`src/rtl/seg_scan_display.sv`:
```
// seg_scan_display: captures a 2-bit keyed selector's output (f) and select value (sel)
// on a synchronised load strobe and counts the captures in BCD (00..99). It drives a
// 4-digit multiplexed seven-segment display with active-low segments and anodes.
// Optional feature macro: LEADING_ZERO_BLANK_EN (darkens the tens digit while it is 0).
module seg_scan_display #(
    parameter int unsigned SCAN_DIV = 1000
) (
    input  logic       clk,
    input  logic       rst_n,
    input  logic [1:0] f,
    input  logic [1:0] sel,
    input  logic       load,
    input  logic       blank,
    output logic [7:0] seg,
    output logic [3:0] an
);

    localparam int unsigned PrescW = (SCAN_DIV > 1) ? $clog2(SCAN_DIV) : 1;
    localparam logic [PrescW-1:0] PrescMax = PrescW'(SCAN_DIV - 1);

    logic              q1_q, q2_q, q3_q;
    logic              ld_ev;
    logic [1:0]        cap_f_q, cap_f_d;
    logic [1:0]        cap_sel_q, cap_sel_d;
    logic [3:0]        ones_q, ones_d;
    logic [3:0]        tens_q, tens_d;
    logic [PrescW-1:0] presc_q, presc_d;
    logic [1:0]        idx_q, idx_d;
    logic [3:0]        digit;
    logic [7:0]        seg_q, seg_d;
    logic [3:0]        an_q, an_d;

    // {dp,g,f,e,d,c,b,a}, active-low; dp stays off
    function automatic logic [7:0] seg_code(input logic [3:0] v);
        logic [7:0] c;
        case (v)
            4'd0:    c = 8'hC0;
            4'd1:    c = 8'hF9;
            4'd2:    c = 8'hA4;
            4'd3:    c = 8'hB0;
            4'd4:    c = 8'h99;
            4'd5:    c = 8'h92;
            4'd6:    c = 8'h82;
            4'd7:    c = 8'hF8;
            4'd8:    c = 8'h80;
            4'd9:    c = 8'h90;
            default: c = 8'hFF;
        endcase
        return c;
    endfunction

    // Two-flop synchroniser for the asynchronous load level, plus one delay flop for edge detect
    always_ff @(posedge clk or negedge rst_n) begin
        if (!rst_n) begin
            q1_q <= 1'b0;
            q2_q <= 1'b0;
            q3_q <= 1'b0;
        end else begin
            q1_q <= load;
            q2_q <= q1_q;
            q3_q <= q2_q;
        end
    end

    assign ld_ev = q2_q & ~q3_q;

    // Capture and BCD increment share the single-cycle load event
    always_comb begin
        cap_f_d   = cap_f_q;
        cap_sel_d = cap_sel_q;
        ones_d    = ones_q;
        tens_d    = tens_q;
        if (ld_ev) begin
            cap_f_d   = f;
            cap_sel_d = sel;
            if (ones_q == 4'd9) begin
                ones_d = 4'd0;
                tens_d = (tens_q == 4'd9) ? 4'd0 : tens_q + 4'd1;
            end else begin
                ones_d = ones_q + 4'd1;
            end
        end
    end

    // Scan timing: prescaler terminal count advances the digit index modulo 4
    always_comb begin
        presc_d = presc_q + PrescW'(1);
        idx_d   = idx_q;
        if (presc_q == PrescMax) begin
            presc_d = '0;
            idx_d   = idx_q + 2'd1;
        end
    end

    // Digit select and output decode from the current index and data registers
    always_comb begin
        case (idx_q)
            2'd0:    digit = {2'b00, cap_f_q};
            2'd1:    digit = {2'b00, cap_sel_q};
            2'd2:    digit = ones_q;
            default: digit = tens_q;
        endcase
        an_d  = ~(4'b0001 << idx_q);
        seg_d = seg_code(digit);
`ifdef LEADING_ZERO_BLANK_EN
        if (idx_q == 2'd3 && tens_q == 4'd0) begin
            an_d  = 4'hF;
            seg_d = 8'hFF;
        end
`endif
        if (blank) begin
            an_d  = 4'hF;
            seg_d = 8'hFF;
        end
    end

    // State and registered display outputs
    always_ff @(posedge clk or negedge rst_n) begin
        if (!rst_n) begin
            cap_f_q   <= 2'd0;
            cap_sel_q <= 2'd0;
            ones_q    <= 4'd0;
            tens_q    <= 4'd0;
            presc_q   <= '0;
            idx_q     <= 2'd0;
            seg_q     <= 8'hFF;
            an_q      <= 4'hF;
        end else begin
            cap_f_q   <= cap_f_d;
            cap_sel_q <= cap_sel_d;
            ones_q    <= ones_d;
            tens_q    <= tens_d;
            presc_q   <= presc_d;
            idx_q     <= idx_d;
            seg_q     <= seg_d;
            an_q      <= an_d;
        end
    end

    assign seg = seg_q;
    assign an  = an_q;

endmodule

```
`config.mk`:
```
export PLATFORM = sky130hd
export DESIGN_NAME = seg_scan_display
export DESIGN_NICKNAME = d
export VERILOG_FILES = /design/src/rtl/seg_scan_display.sv
export SDC_FILE = /design/constraint.sdc
export NUM_CORES = 1
export LEC_CHECK = 0
export ABC_AREA = 1
export BUFFER_PORTS_ARGS = -buffer_cell sky130_fd_sc_hd__buf_2
export CORE_MARGIN = 1
export CORE_UTILIZATION = 52
export DETAILED_ROUTE_END_ITERATION = 7
export GPL_TIMING_DRIVEN = 0
export PLACE_DENSITY = 0.75
export SLEW_MARGIN = 20
export SYNTH_ARGS = -nofsm -noshare
export SYNTH_HDL_FRONTEND = slang
export SYNTH_SLANG_ARGS = --single-unit
```
`constraint.sdc`:
```
create_clock -name clk -period 1.8 [get_ports clk]
set_input_delay 0.18 -clock clk [delete_from_list [all_inputs] [get_ports clk]]
set_output_delay 0.18 -clock clk [all_outputs]
set_load 0.05 [all_outputs]
```
==> impl_metrics.env, run 1 <==
export IMPL_status="finished, final reports clean"
export IMPL_syn_to_final_growth_pct=17.1
export IMPL_netlist_area_um2=1830
export IMPL_worstMarginPinSlew_ns=0.788
export IMPL_cts_buffers=5
export IMPL_synthesis_nets=226
export IMPL_rsz0062_at_grt="true"
export IMPL_synth_seq_cells=38
export IMPL_ys_warn_count=0
export IMPL_postRouteAntennaNets=0
export IMPL_fmax_mhz=584
export IMPL_drive_above_1_share=0.292
export IMPL_cts_buffer_depth=2
export IMPL_final_area_um2=2150
export IMPL_antenna_cells=0
export IMPL_multi_input_area_um2=795
export IMPL_async_reset_ff_frac=1.00
export IMPL_die_w_um=61.4
export IMPL_seq_area_um2=965
export IMPL_io_buffers=18
export IMPL_rrSetupSlack_ns=0.09
export IMPL_grt_first_pass_wirelength_um=4790
export IMPL_cts_tree="done"
export IMPL_ys_top_cells_by_count="63 x nand2_1, 27 x dfrtp_1, 23 x inv_1"
export IMPL_start_util=0.545
export IMPL_wl_per_cell_um=9.88
export IMPL_cp_slowest_cell="dfrtp_1"
export IMPL_gp_congestion=0.802
export IMPL_fin_cells=289
export IMPL_synth_ff_type="dfrtp_1"
export IMPL_reg2reg_depth=10
export IMPL_drc=0
export IMPL_yosysMostFrequentCell="nand2_1"
export IMPL_crit_chain="buf_4 > ha_4 > nand2_1 > nand3_1 > nand2_2 > nand2_2 > inv_2 > ha_2 > or2_0 > nand2_1"
export IMPL_insertion_delay_ns=0.35
export IMPL_die_h_um=61.4
export IMPL_ys_types=30
export IMPL_period_minus_slack_ns=1.71
export IMPL_period_share=0.951
export IMPL_placementRows=21
export IMPL_dp_cells=273
export IMPL_routed_wirelength_um=2850
export IMPL_crit_fanout=5
export IMPL_drt_pass1_iter_count=4
export IMPL_startpoint="idx_q[1]"
export IMPL_cts_sinks=38
export IMPL_clkTransAtPathRegs_ns=0.11
export IMPL_final_nets=259
export IMPL_grt_pass1_vias=1153
export IMPL_slowest_delay_ns=0.43
export IMPL_yosysSeqAreaShare=0.526
export IMPL_yosys_area_top_type="dfrtp_1"
export IMPL_synth_enable_flop_cells=0
export IMPL_endpoint="seg[1]"
export IMPL_worstPathArrival_ns=2.01
export IMPL_worstSetupPathDepth=10
export IMPL_viasPerCell=4.63
export IMPL_antenna_found_initial=0
export IMPL_htree_levels=2
export IMPL_synth_top_cells_by_area="dfrtp_1 37%, dfstp_2 16%, nand2_1 13%"
export IMPL_hold_violations=0
export IMPL_slew_viol_final=0
export IMPL_place_area_um2=1980
export IMPL_dieArea_um2=3770
export IMPL_fill_cells=310
export IMPL_regToRegStartpoint="idx_q[1]"
export IMPL_fp_coreArea_um2=3360
export IMPL_root_buffer="clkbuf_4"
export IMPL_crit_type="reg -> reg"
export IMPL_synth_avg_cell_area_um2=8.78
export IMPL_hold_class="in -> reg"
export IMPL_leakagePower_uw=0.00111
export IMPL_synth_top_area_frac=0.368
export IMPL_setup_viol=0
export IMPL_crit_path_end_kind="register"
export IMPL_skew_ns=0.00959
export IMPL_max_cap_violations=0
export IMPL_grt_total_usage=0.180
export IMPL_path_buf_inv=2
export IMPL_dr_first_iter_drc_count=59
export IMPL_synthCells=209
export IMPL_grt_max_degree=39
export IMPL_cp_start_kind="register"
export IMPL_pwr_density_cell_nw_per_um2=838
export IMPL_crit_required_ns=2.10
export IMPL_dp_final_hpwl_um=2000
export IMPL_grt_overflow=0
export IMPL_rr_endpoint="seg[1]"
export IMPL_vdd_ir_drop_max_mv=0.541
export IMPL_maxSlewHeadroom=0.475
export IMPL_vias=1339
export IMPL_io_pins=20
export IMPL_cp_top_family="simple AND/OR/NAND/NOR gates"
-- how the worst min path moves through the flow --
stage,start,to,slack [ns],depth (start not counted)
final,f[0],cap_f_q[0],0.03,3
after global routing,sel[1],cap_sel_q[1],0.02,3
after CTS,f[0],cap_f_q[0],0.01,3
after detailed placement,load,q1_q,0.29,1
after global placement,load,q1_q,0.29,1
after floorplan,rst_n,cap_f_q[0],-0.12,0
-- state kept, by name, indices dropped and copies added, names as in the netlist --
name       count
presc_q       10
seg            7
an             4
ones_q         4
tens_q         4
cap_f_q        2
cap_sel_q      2
idx_q          2
q1_q           1
q2_q           1
q3_q           1
-- report_power, final --
group,internal (uW),switching [uW],total [uW]
combinational,105,210,315
sequential,953,72.1,1030
clock,189,271,460
total,1250,553,1800
-- layout by cell type, fill, tap and decap left out, drive strengths merged, types with 2 or more instances in the layout --
master        n
ha            9
nand3        12
xor2          5
clkbuf        7
nand2        68
nor2         22
o21ai         7
buf          25
dlygate4sd3   2
inv          28
clkinv        2
nor3          2
nor3b         3
a21oi         7
dfstp        11
dfrtp        27
-- per-layer routing --
layer | vias up | GRT usage | wire, um
li1 | 711 | - | -
met1 | 596 | 0.230 | 1380
met2 | 23 | 0.269 | 1290
met3 | 9 | 0.0567 | 101
met4 | 0 | 0.105 | 85
met5 | - | 0 | 0
-- worst reg2reg max path: stages, from the launching register on --
cell     delay (ns)
dfrtp_1        0.43
buf_4          0.16
ha_4           0.16
nand2_1        0.06
nand3_1        0.08
nand2_2        0.08
nand2_2        0.07
inv_2          0.06
ha_2           0.27
or2_0          0.22
nand2_1        0.07
-- cell families (layout without fill, tap and decap cells) --
kind of cell | count (synthesis) | count (layout) | synth area share
other | 1 | 1 | 0.00204
and+or+nand+nor | 110 | 110 | 0.263
AOI/OAI and AO/OA | 16 | 16 | 0.0600
buffers and inverters | 30 | 64 | 0.0634
DFF | 38 | 38 | 0.526
xor gates and xnor gates | 5 | 5 | 0.0239
adders and majority gates | 9 | 9 | 0.0614
-- area by class of cell --
class / count / share of cell area
multi-input combinational: 141 / 0.370
inverter: 29 / 0.0507
clock inverter: 1 / 0.00233
buffer: 1 / 0.00349
sequential: 38 / 0.449
timing repair buffer: 26 / 0.0722
clock buffer: 7 / 0.0256
tap: 46 / 0.0268
-- per-stage QoR --
stage / util / TNS, ns / worst slack [ns] / total power [uW] / hold slack [ns]
after floorplan: - / 0 / 0.0831 / 1260 / -0.116
after detailed placement: 0.589 / -0.307 / -0.0978 / 1340 / 0.290
after global routing: 0.639 / -0.0394 / -0.0220 / 1910 / 0.0235
after global placement: 0.589 / -0.186 / -0.0766 / 1330 / 0.288
final: 0.639 / 0 / 0.0881 / 1800 / 0.0257
after CTS: 0.627 / 0 / 0.00600 / 1810 / 0.0142
-- timing repair --
item / CTS / global route
hold buffers: 2 / 0
pin swaps: 1 / 2
resized for setup: 5 / 9
hold endpoints to repair: 28 / 0
setup endpoints to repair: 5 / 5
buffers inserted: 4 / 2
No activity file was read; power rests on OpenSTA's default activity.
==> run 2, diff against run 1 <==
--- a/config.mk
+++ b/config.mk
@@ -8,10 +8,11 @@
 export ABC_AREA = 1
 export BUFFER_PORTS_ARGS = -buffer_cell sky130_fd_sc_hd__buf_2
 export CORE_MARGIN = 1
-export CORE_UTILIZATION = 52
+export CORE_UTILIZATION = 54
+export CTS_BUF_LIST = sky130_fd_sc_hd__clkbuf_2 sky130_fd_sc_hd__clkbuf_4 sky130_fd_sc_hd__clkbuf_8
 export DETAILED_ROUTE_END_ITERATION = 7
 export GPL_TIMING_DRIVEN = 0
-export PLACE_DENSITY = 0.75
+export PLACE_DENSITY = 0.77
 export SLEW_MARGIN = 20
 export SYNTH_ARGS = -nofsm -noshare
 export SYNTH_HDL_FRONTEND = slang
==> run 2 against run 1 <==
Effect of this change:
- via count grew 1.0%
- largest cell class unchanged
- first-iteration DRC count shrank 46%
- fmax grew 1.7%
- setup slack gained 0.029 ns
- clock skew shrank 0.0023 ns
- wire length grew 6.9%
- combinational power grew 3%
- clock power grew 4.8%
- sequential cell count is the same
==> impl_metrics.env, run 2 (synthesis gave the netlist of run 1 again) <==
export IMPL_status="finished, final reports clean"
export IMPL_pwr_share_comb=0.178
export IMPL_io_buffers=18
export IMPL_drc=0
export IMPL_crit_path_end_kind="register"
export IMPL_drive_above_1_share=0.299
export IMPL_grt_max_degree=39
export IMPL_viasPerCell=4.75
export IMPL_place_area_um2=1980
export IMPL_hold_class="in -> reg"
export IMPL_postRouteAntennaNets=0
export IMPL_cts_tree="done"
export IMPL_regToRegStartpoint="idx_q[1]"
export IMPL_gp_congestion=0.807
export IMPL_slew_viol_final=0
export IMPL_antenna_found_initial=0
export IMPL_root_buffer="clkbuf_4"
export IMPL_clock_power_share=0.264
export IMPL_fp_coreArea_um2=3130
export IMPL_cp_slowest_cell="dfrtp_1"
export IMPL_pwr_density_cell_nw_per_um2=846
export IMPL_rrSetupSlack_ns=0.12
export IMPL_start_util=0.586
export IMPL_worstMarginPinSlew_ns=0.798
export IMPL_clkTransAtPathRegs_ns=0.11
export IMPL_io_pins=20
export IMPL_drt_pass1_iter_count=4
export IMPL_grt_total_usage=0.199
export IMPL_die_w_um=60.3
export IMPL_power_total_uw=1830
export IMPL_antenna_cells=0
export IMPL_grt_overflow=0
export IMPL_crit_chain="inv_2 > ha_2 > nand2_1 > nand3_1 > nand2_2 > nand2_4 > inv_4 > ha_4 > or2_0 > nand2_1"
export IMPL_insertion_delay_ns=0.35
export IMPL_dr_first_iter_drc_count=32
export IMPL_grt_pass1_vias=1228
export IMPL_placementRows=20
export IMPL_worstPathArrival_ns=1.98
export IMPL_swShare=0.308
export IMPL_fmax_mhz=594
export IMPL_cts_buffer_depth=2
export IMPL_period_minus_slack_ns=1.68
export IMPL_dieArea_um2=3630
export IMPL_cts_sinks=38
export IMPL_skew_ns=0.00725
export IMPL_rr_endpoint="seg[1]"
export IMPL_cp_start_kind="register"
export IMPL_die_h_um=60.3
export IMPL_setup_viol=0
export IMPL_final_area_um2=2160
export IMPL_startpoint="idx_q[1]"
export IMPL_crit_required_ns=2.10
export IMPL_vdd_ir_drop_max_mv=0.599
export IMPL_cpMostUsedCell="nand2_1"
export IMPL_dp_final_hpwl_um=2070
export IMPL_largest_reg_flops=10
export IMPL_slowest_delay_ns=0.44
export IMPL_leakagePower_uw=0.00111
export IMPL_crit_fanout=4
export IMPL_period_share=0.935
export IMPL_htree_levels=2
export IMPL_p_int_uw=1270
export IMPL_maxSlewHeadroom=0.468
export IMPL_regMostFlops="presc_q"
export IMPL_grt_first_pass_wirelength_um=5140
export IMPL_max_cap_violations=0
export IMPL_endpoint="seg[1]"
export IMPL_syn_to_final_growth_pct=17.9
export IMPL_seqPwrFrac=0.558
export IMPL_layout_common_cells="61 x nand2_1, 27 x dfrtp_1, 20 x nor2_1"
export IMPL_p_switching_uw=565
export IMPL_reg2reg_depth=10
export IMPL_hold_violations=0
export IMPL_mostFrequentLayoutCell="nand2_1"
export IMPL_routed_wirelength_um=3050
export IMPL_final_nets=257
export IMPL_cts_buffers=5
export IMPL_vias=1353
export IMPL_crit_type="reg -> reg"
export IMPL_wl_per_cell_um=10.7
-- run 2: critical path, delay by kind of cell, from the launching register on --
| kind | cells | cell delay [ns] |
|---|---|---|
| and+or+nand+nor | 6 | 0.60 |
| buffers and inverters | 2 | 0.16 |
| adders and majority gates | 2 | 0.43 |
| DFF | 1 | 0.44 |
-- run 2: stage by stage --
step / setup TNS (ns) / hold slack, ns / cells / utilization / setup slack (ns)
global placement: -0.167 / 0.289 / 271 / 0.633 / -0.0699
detailed placement: -0.267 / 0.289 / 271 / 0.633 / -0.0993
CTS: 0 / 0.0142 / 285 / 0.676 / 0.0113
finish: 0 / 0.0239 / 285 / 0.691 / 0.117
floorplan: 0 / -0.116 / 209 / - / 0.0831
global route: -0.0212 / 0.0169 / 285 / 0.691 / -0.0212
-- run 2: area by class of cell --
type | instances | area [um2]
Multi-Input combinational cell | 141 | 813
Clock buffer | 7 | 58.8
Buffer | 1 | 7.51
Timing Repair Buffer | 24 | 144
Tap cell | 44 | 55.1
Clock inverter | 1 | 5.00
Inverter | 29 | 114
Sequential cell | 38 | 965
Fill cell | 247 | 966
-- run 2: power groups by stage --
stage / clock network (uW) / logic, uW / registers [uW]
2_1_floorplan: 0 / 177 / 1080
3_3_place_gp: 0 / 294 / 1040
3_5_place_dp: 0 / 302 / 1040
4_1_cts: 492 / 310 / 1020
5_1_grt: 522 / 369 / 1030
6_report: 482 / 326 / 1020
-- run 2: how the worst min path moves through the flow --
stage	startpoint	endpoint	slack (ns)	depth (start not counted)
2_1_floorplan	rst_n	cap_f_q[0]	-0.12	0
3_3_place_gp	load	q1_q	0.29	1
3_5_place_dp	load	q1_q	0.29	1
4_1_cts	f[0]	cap_f_q[0]	0.01	3
5_1_grt	f[1]	cap_f_q[1]	0.02	3
6_report	f[0]	cap_f_q[0]	0.02	3
-- run 2: repair_timing --
action / CTS / global route
pin swaps: 1 / 3
hold endpoints to repair: 28 / 0
hold buffers: 2 / 0
setup buffers: 4 / 0
setup endpoints to repair: 5 / 5
resized for setup: 6 / 15
-- run 2: metal layers --
| metal | share of wire | global-route usage | up-vias |
|---|---|---|---|
| met5 | 0 | 0 | - |
| met4 | 0.021 | 0.0897 | 0 |
| met3 | 0.036 | 0.0649 | 7 |
| met2 | 0.48 | 0.327 | 25 |
| met1 | 0.47 | 0.235 | 616 |
| li1 | - | - | 705 |
==> run 3, diff against run 2 <==
--- a/config.mk
+++ b/config.mk
@@ -6,7 +6,7 @@
 export NUM_CORES = 1
 export LEC_CHECK = 0
 export ABC_AREA = 1
-export BUFFER_PORTS_ARGS = -buffer_cell sky130_fd_sc_hd__buf_2
+export BUFFER_PORTS_ARGS = -buffer_cell sky130_fd_sc_hd__buf_4
 export CORE_MARGIN = 1
 export CORE_UTILIZATION = 54
 export CTS_BUF_LIST = sky130_fd_sc_hd__clkbuf_2 sky130_fd_sc_hd__clkbuf_4 sky130_fd_sc_hd__clkbuf_8
==> run 3 against run 2 <==
Effect of this change:
- count of clock-buffer cells in the layout did not move
- largest cell class unchanged
- core utilization is 0.72 points higher
- critical endpoint unchanged
- first-iteration DRC count up 44%
- sequential share of layout area is 0.35 points lower
- register-to-register slack worse by 0.08 ns
- clock power is 3% lower
- total power down 0.67%
- critical path type unchanged
- highest routed layer unchanged
==> impl_metrics.env, run 3 (synthesis gave the netlist of run 1 again) <==
export IMPL_fill_cells=245
export IMPL_mostFrequentLayoutCell="nand2_1"
export IMPL_layout_common_cells="61 x nand2_1, 25 x dfrtp_1, 22 x buf_4"
export IMPL_io_buffers=18
export IMPL_final_nets=256
export IMPL_syn_to_final_growth_pct=19.1
export IMPL_slew_viol_final=0
export IMPL_power_total_uw=1820
export IMPL_routed_wirelength_um=3010
export IMPL_hold_class="in -> reg"
export IMPL_grt_pass1_vias=1223
export IMPL_root_buffer="clkbuf_4"
export IMPL_gp_congestion=0.820
export IMPL_die_w_um=60.3
export IMPL_grt_overflow=0
export IMPL_dr_first_iter_drc_count=46
export IMPL_grt_first_pass_wirelength_um=5000
export IMPL_crit_type="reg -> reg"
export IMPL_grt_max_degree=39
export IMPL_max_cap_violations=0
export IMPL_grt_total_usage=0.192
export IMPL_cts_buffer_depth=2
export IMPL_largest_reg_flops=10
export IMPL_crit_required_ns=2.09
export IMPL_cts_tree="done"
export IMPL_postRouteAntennaNets=0
export IMPL_tns_ns=0
export IMPL_period_minus_slack_ns=1.76
export IMPL_cts_sinks=38
export IMPL_antenna_found_initial=0
export IMPL_die_h_um=60.3
export IMPL_status="finished, final reports clean"
export IMPL_setup_viol=0
export IMPL_drt_pass1_iter_count=4
export IMPL_wl_per_cell_um=10.6
export IMPL_antenna_cells=0
export IMPL_placementRows=20
export IMPL_multi_input_area_um2=802
export IMPL_insertion_delay_ns=0.34
export IMPL_seq_area_um2=967
export IMPL_clkTransAtPathRegs_ns=0.11
export IMPL_cts_buffers=5
export IMPL_worstPathArrival_ns=2.05
export IMPL_drive_above_1_share=0.288
export IMPL_period_share=0.978
export IMPL_io_pins=20
export IMPL_crit_path_end_kind="register"
export IMPL_viasPerCell=4.77
export IMPL_clock_power_share=0.257
export IMPL_vdd_ir_drop_max_mv=0.477
export IMPL_htree_levels=2
export IMPL_hold_violations=0
export IMPL_dieArea_um2=3630
export IMPL_fmax_mhz=568
export IMPL_regMostFlops="presc_q"
export IMPL_seqPwrFrac=0.563
export IMPL_swShare=0.301
export IMPL_pre_cts_slack_ns=-0.119
export IMPL_vias=1356
export IMPL_drc=0
export IMPL_pwr_density_cell_nw_per_um2=832
export IMPL_leakagePower_uw=0.00112
export IMPL_p_int_uw=1270
export IMPL_dp_final_hpwl_um=2050
export IMPL_rsz0062_at_grt="true"
export IMPL_pwr_share_comb=0.180
export IMPL_cp_start_kind="register"
export IMPL_p_switching_uw=546
export IMPL_skew_ns=0.00742
export IMPL_crit_fanout=5
export IMPL_start_util=0.586
export IMPL_rrSetupSlack_ns=0.04
export IMPL_fp_coreArea_um2=3130
export IMPL_fin_ws_ns=0.0397
[run 3: cell count changes in the layout (fill, tap and decap cells not counted), sizes merged]
cell and delta:
buf -1, clkinv +1, inv -1
[run 3: final cells by class]
type                    instances  share of cell area
well taps                      44              0.0252
plain buffers                   1             0.00344
repair buffers                 23              0.0813
clock buffers                   7              0.0269
inverters                      29              0.0510
flip-flops and latches         38               0.443
clock inverters                 1             0.00229
multi-input cells             141               0.367
[run 3: per-stage QoR]
stage,hold slack (ns),instance area [um2],util,instances
finish,0.0221,2180,0.698,284
floorplan,-0.116,1830,-,209
detailed placement,0.165,2020,0.647,271
CTS,0.0186,2160,0.692,283
global route,0.0144,2180,0.698,284
global placement,0.162,2020,0.647,271
[run 3: critical path: stages, from the launching register on]
cell and delay [ns]:
dfrtp_2 0.47, inv_4 0.11, ha_4 0.16, nand2_1 0.05, nand3_1 0.10, nand2_2 0.08
nand2_2 0.09, inv_2 0.05, ha_1 0.31, or2_0 0.22, nand2_1 0.07
[run 3: power groups by stage]
stage	Combinational, uW	Sequential (uW)	Clock [uW]
final	327	1020	468
after global routing	370	1040	517
after CTS	326	1020	479
after detailed placement	316	1040	0
after global placement	308	1040	0
after floorplan	177	1080	0
[run 3: metal layers]
layer	up-vias	routed length, um	GRT usage	share of wire
li1	706	-	-	-
met1	612	1420	0.222	0.47
met2	31	1410	0.317	0.47
met3	7	111	0.0476	0.037
met4	0	67	0.120	0.022
met5	-	0	0	0
[run 3: final timing paths]
path | cells after the start | startpoint | end
setup / recovery | 10 | idx_q[0] | seg[1]
hold / removal | 3 | f[0] | cap_f_q[0]
setup reg to reg | 10 | idx_q[0] | seg[1]
hold reg to reg | 0 | q1_q | q2_q
max in group asynchronous | 2 | rst_n | idx_q[1]
min in group asynchronous | 2 | rst_n | ones_q[3]
[run 3: repair_timing]
| action | CTS | global route |
|---|---|---|
| gates resized for setup | 10 | 6 |
| endpoints found under the setup margin | 5 | 5 |
| gates cloned | 0 | 0 |
| hold buffers | 2 | 0 |
| buffers inserted | 2 | 1 |
| pin swaps | 1 | 0 |
| endpoints found under the hold margin | 28 | 0 |
